[src/rtl/square_sequencer.sv]
// Square sequencer: walks one lit square around a 4-digit 7-seg loop.
// Ports: clk_i, rst_ni, en_i, cw_i, step_i -> in0_o..in3_o, pos_o, tick_o
module square_sequencer #(
  parameter int unsigned N             = 24,
  parameter logic [6:0]  TOP_SQUARE    = 7'b0011100,
  parameter logic [6:0]  BOTTOM_SQUARE = 7'b1100010,
  parameter logic [6:0]  BLANK         = 7'b1111111
) (
  input  logic       clk_i,
  input  logic       rst_ni,
  input  logic       en_i,
  input  logic       cw_i,
  input  logic       step_i,
  output logic [6:0] in0_o,
  output logic [6:0] in1_o,
  output logic [6:0] in2_o,
  output logic [6:0] in3_o,
  output logic [2:0] pos_o,
  output logic       tick_o
);

  localparam logic [N-1:0] CNT_ONE = {{(N-1){1'b0}}, 1'b1};
  localparam logic [N-1:0] CNT_MAX = {N{1'b1}};

  logic [N-1:0] cnt_q;
  logic [2:0]   pos_q;
  logic         step_q;
  logic         tick_q;

  logic         wrap;
  logic         step_edge;
  logic         adv;

  // Manual steps only count while free-run is off, so the two
  // sources are mutually exclusive and at most one advance occurs.
  assign wrap      = en_i && (cnt_q == CNT_MAX);
  assign step_edge = !en_i && step_i && !step_q;
  assign adv       = wrap || step_edge;

  always_ff @(posedge clk_i or negedge rst_ni) begin
    if (!rst_ni) begin
      cnt_q  <= '0;
      pos_q  <= 3'd0;
      step_q <= 1'b0;
      tick_q <= 1'b0;
    end else begin
      // Clearing while disabled guarantees a full period on restart.
      cnt_q  <= en_i ? (cnt_q + CNT_ONE) : '0;
      step_q <= step_i;
      tick_q <= adv;
      if (adv) begin
        pos_q <= cw_i ? (pos_q + 3'd1) : (pos_q - 3'd1);
      end
    end
  end

  // Top row runs digit 3 -> 0, bottom row returns digit 0 -> 3.
  always_comb begin
    in0_o = BLANK;
    in1_o = BLANK;
    in2_o = BLANK;
    in3_o = BLANK;
    unique case (pos_q)
      3'd0: in3_o = TOP_SQUARE;
      3'd1: in2_o = TOP_SQUARE;
      3'd2: in1_o = TOP_SQUARE;
      3'd3: in0_o = TOP_SQUARE;
      3'd4: in0_o = BOTTOM_SQUARE;
      3'd5: in1_o = BOTTOM_SQUARE;
      3'd6: in2_o = BOTTOM_SQUARE;
      3'd7: in3_o = BOTTOM_SQUARE;
      default: in3_o = TOP_SQUARE;
    endcase
  end

  assign pos_o  = pos_q;
  assign tick_o = tick_q;

endmodule

[config.mk]
export PLATFORM = sky130hd
export DESIGN_NAME = square_sequencer
export DESIGN_NICKNAME = d
export VERILOG_FILES = /design/src/rtl/square_sequencer.sv
export SDC_FILE = /design/constraint.sdc
export NUM_CORES = 1
export LEC_CHECK = 0
export ABC_AREA = 1
export ABC_CLOCK_PERIOD_IN_PS = 4600
export CAP_MARGIN = 5
export CORE_MARGIN = 1.5
export CORE_UTILIZATION = 40
export CTS_BUF_LIST = sky130_fd_sc_hd__clkbuf_4 sky130_fd_sc_hd__clkbuf_8 sky130_fd_sc_hd__clkbuf_16
export CTS_CLUSTER_SIZE = 24
export DETAILED_ROUTE_END_ITERATION = 8
export PLACE_DENSITY = 0.74
export SYNTH_ARGS = -nofsm -noshare
export SYNTH_HDL_FRONTEND = slang
export SYNTH_SLANG_ARGS = --single-unit
[constraint.sdc]
create_clock -name clk_i -period 4.6 [get_ports clk_i]
set_clock_uncertainty 0.15 [all_clocks]
set_input_delay 0.92 -clock clk_i [delete_from_list [all_inputs] [get_ports clk_i]]
set_output_delay 0.92 -clock clk_i [all_outputs]
set_load 0.05 [all_outputs]
* Word level (Yosys, flattened, before mapping) *
Index checks and enable logic that the tools add are counted.

storage, ports and cells
  flip-flop bits (word level) = 29
  input port bits = 5
  output and inout bits = 32
  logic and storage cells = 28

operators by class
  add/sub/neg operators = 3
  equality and inequality tests = 8
  mux-type cells = 6
  reductions and logical operators = 7

operator list
  cell                   number
  $pmux 7 s2             4
  $add 24x1->24 const B  1
  $eq 24x24->1 const B   1
  $mux 24                1
  $eq 3x3->1 const B     4
  $eq 3x2->1 const B     2
  $add 3x1->3 const B    1
  $eq 3x1->1 const B     1
  $logic_and 1x1->1      3
  $logic_not 3->1        1
  $mux 3                 1
  $sub 3x1->3 const B    1
  $logic_not 1->1        2
  $logic_or 1x1->1       1

* Depth between registers and ports, before layout *
  depth in word-level cells = 4
  mapped depth = 9
  gate-level depth less buffers = 9

* Least setup slack after synthesis *
OpenSTA, ideal clock, no wires.

  path kind = flip-flop to output port
  start = reg pos_q[0] (netlist: pos_o[0])
  end = out in3_o[0]
  data arrival time = 1.989 ns
  required time = 3.530 ns
  setup slack = 1.541 ns
  stages on the path, launching flop included = 5
  path buffers = 0
  cell sequence = dfrtp_1 inv_1 ha_1 nand2_1 and2_1

between the ends
  longest elaborated chain between the ends = 2
  elaborated cells on any way between the ends = 3
  those cells by class = 1 x eq/ne; 1 x mux; 1 x reduce/logical

RTL lines
  element                                        RTL line  source
  start: declaration                             26        logic [2:0] pos_q;
  start signal: assignment                       52        pos_q <= cw_i ? (pos_q + 3'd1) : (pos_q - 3'd1);
  $eq 3x3->1 or $logic_not 3->1 (tied branches)  63        unique case (pos_q)
  $pmux 7 s2 *                                   63
  end: declaration                               17        output logic [6:0] in3_o,

Every way passes the cells marked *; elsewhere a longest branch is shown, timed or not.

* Worst setup path in the final report *
Ends and elaborated chain as after synthesis.

==> flow_metrics.env <==
export IMPL_power_frac_comb_pct=55.5
export IMPL_final_util_pct=50.49
export IMPL_ant_nets=0
export IMPL_power_density_nw_per_um2=506.5
export IMPL_antenna_found_initial=0
export IMPL_max_freq_mhz=310.7
export IMPL_final_cell_mix="nand2_1 (58), nor2_1 (40), clkdlybuf4s50_1 (36)"
export IMPL_synthCells=234
export IMPL_drt_initial_drc_count=98
export IMPL_max_stage_delay_ns=0.79
export IMPL_grt_usage_pct=15.50
export IMPL_critPathLaunch="pos_o[0]"
export IMPL_syn_nets=245
export IMPL_globalplace_congestion=0.8826
export IMPL_rr_startpoint="cnt_q[0]"
export IMPL_overflow=0
export IMPL_slew_limit_headroom_pct=58.49
export IMPL_rsz0062_at_grt="no"
export IMPL_hpwl_um=2665
export IMPL_fin_crit_sh_pct=69.96
export IMPL_coreArea_um2=4384
export IMPL_max_cap_violations=0
export IMPL_drcViolationCount=0
export IMPL_avgSynthCellArea_um2=7.817
export IMPL_yosys_warnings=0
export IMPL_syn_to_final_growth_pct=21.00
export IMPL_critPathLaunchType="flop"
export IMPL_period_needed_ns=3.218
export IMPL_die_x_um=70.63
export IMPL_via_count=1484
export IMPL_cts_tree="yes"
export IMPL_outcome="complete, no violations"
export IMPL_worstPathRequired_ns=3.53
export IMPL_reg2reg_slack_ns=3.00
export IMPL_cp_num_cells=5
export IMPL_diodes=0
export IMPL_wirelength_um=3538
export IMPL_finalSetupViolCount=0
export IMPL_seq_power_share_pct=25.9
export IMPL_die_y_um=70.63
export IMPL_slew_viol_final=0
export IMPL_place_inst=304
export IMPL_h_tree_depth=2
export IMPL_reg2regPathDepth=8
export IMPL_hold_viol=0
export IMPL_synth_distinct_cells=27
export IMPL_hp_class="reg2reg"
export IMPL_cts_made_buffers=5
export IMPL_cts_resized=0
export IMPL_io_pins=37
export IMPL_tns_ns=0
export IMPL_num_rows=24
export IMPL_crit_family="buffers and inverters"
export IMPL_portBuffers=36
export IMPL_slowest_stage="clkdlybuf4s50_1"
export IMPL_critPathMaxFanout=5
export IMPL_synth_seq_cells=29
export IMPL_grt_max_degree=30
export IMPL_critPathBufInv=2
export IMPL_syn_area_um2=1829
export IMPL_worst_pin_slew_ns=0.6207
export IMPL_crit_path_end="in3_o[0]"
export IMPL_ys_seq_area_share_pct=39.67
export IMPL_p_switching_mw=0.5514
export IMPL_insertion_delay_ns=0.28
export IMPL_pwr_share_clk_pct=18.6
export IMPL_viasPerCell=4.756
export IMPL_critPathArrivalTime_ns=2.15
export IMPL_nNetsFinal=270
export IMPL_post_drt_wl_per_cell_um=11.34
export IMPL_grt_pass1_wl_um=6182
export IMPL_clockBufferDepth=2
export IMPL_critPathKind="reg2out"
export IMPL_switching_share_pct=49.18
export IMPL_p_leak_nw=1.021
export IMPL_cts_sinks=29
export IMPL_path_cells="inv_1 > ha_1 > nand2_1 > and2_1 > clkdlybuf4s50_1"
export IMPL_floorplan_initialDensity_pct=41.72
export IMPL_grt_pass1_vias=1370
export IMPL_dieArea_um2=4988
export IMPL_peakVddDrop_uv=281.6
export IMPL_cp_end_kind="output port"
export IMPL_instances_no_fill=312
export IMPL_dr_pass1_iters=4
export IMPL_reg2reg_to="cnt_q[18]"
export IMPL_drive_above_1_share_pct=11.15
export IMPL_layout_commonest_cell="nand2_1"
export IMPL_cts_setup_buffers=0
export IMPL_clk_transition_reported_paths_ns=0.06
export IMPL_hold_buffers=0
export IMPL_power_internal_mw=0.5698
export IMPL_cts_root_buffer="clkbuf_8"
per-layer routing:
metal / vias to the layer above / part of all wire [%] / track usage (%)
met1: 679 / 47 / 21.67
met2: 36 / 46 / 22.75
met5: - / 0 / 0
met3: 4 / 5.4 / 5.983
met4: 0 / 0.93 / 3.774
li1: 765 / - / -
synthesized netlist by cell type, drive strengths merged:
cell type | number | area share, %
inv | 19 | 3.9
nand3 | 13 | 4.5
o21ai | 7 | 1.9
nand2 | 62 | 14
and2 | 4 | 1.4
a21oi | 10 | 2.7
nor2 | 49 | 14
o21bai | 1 | 0.41
o21ba | 1 | 0.55
dfrtp | 29 | 40
ha | 6 | 4.1
nand3b | 1 | 0.41
xnor2 | 3 | 1.4
buf | 17 | 7.0
nand4 | 5 | 1.7
o211a | 1 | 0.55
clkbuf | 2 | 0.41
xor2 | 4 | 1.9
power by group through the flow:
stage               Clock, mW  Combinational [mW]  Sequential, mW
CTS                     0.214               0.627           0.291
detailed placement          0               0.627           0.295
global route            0.227               0.652           0.294
finish                  0.209               0.622           0.291
global placement            0               0.622           0.295
floorplan                   0               0.455           0.323
flip-flops by register name (all words and copies together), names as in the netlist:
name and flops:
tick_o 1, cnt_q 24, step_q 1, pos_o 3
logic make-up (layout without fill, tap and decap cells):
| logic type | count (synthesis) | after routing | share of synthesized area [%] |
|---|---|---|---|
| buffers and inverters | 38 | 64 | 11.29 |
| AO/OA/AOI/OAI | 20 | 20 | 6.156 |
| XOR/XNOR | 7 | 7 | 3.352 |
| flip-flops | 29 | 29 | 39.67 |
| adder cells (fa/ha/maj) | 6 | 6 | 4.104 |
| AND/OR/NAND/NOR | 134 | 134 | 35.43 |
worst min-delay path by stage:
stage	startpoint	end	slack, ns	depth (start not counted)
after floorplan	cnt_q[0]	cnt_q[0]	0.30	1
after global placement	cnt_q[5]	cnt_q[5]	0.34	1
after detailed placement	cnt_q[0]	cnt_q[0]	0.33	1
after CTS	cnt_q[0]	cnt_q[0]	0.34	1
after global routing	cnt_q[0]	cnt_q[0]	0.36	1
final	cnt_q[0]	cnt_q[0]	0.34	1
metrics by stage:
stage / power, mW / worst slack (ns) / hold slack (ns) / instance area, um2
after floorplan: 0.7776 / 1.541 / 0.3032 / 1829
after global routing: 1.172 / 1.264 / 0.3566 / 2213
after CTS: 1.132 / 1.365 / 0.3370 / 2213
after global placement: 0.9161 / 1.723 / 0.3376 / 2127
after detailed placement: 0.9222 / 1.642 / 0.3287 / 2127
final: 1.121 / 1.382 / 0.3368 / 2213
final cells by class:
class                      count  area (um2)
clock buffer                   6       76.32
clock inverter                 2       10.01
fill                         418        2171
inverter                      19       71.32
multi-input combinational    167       897.1
sequential                    29       725.7
tap                           52       65.06
timing repair buffer          37       367.9
No activity file was read; power rests on OpenSTA's default activity.
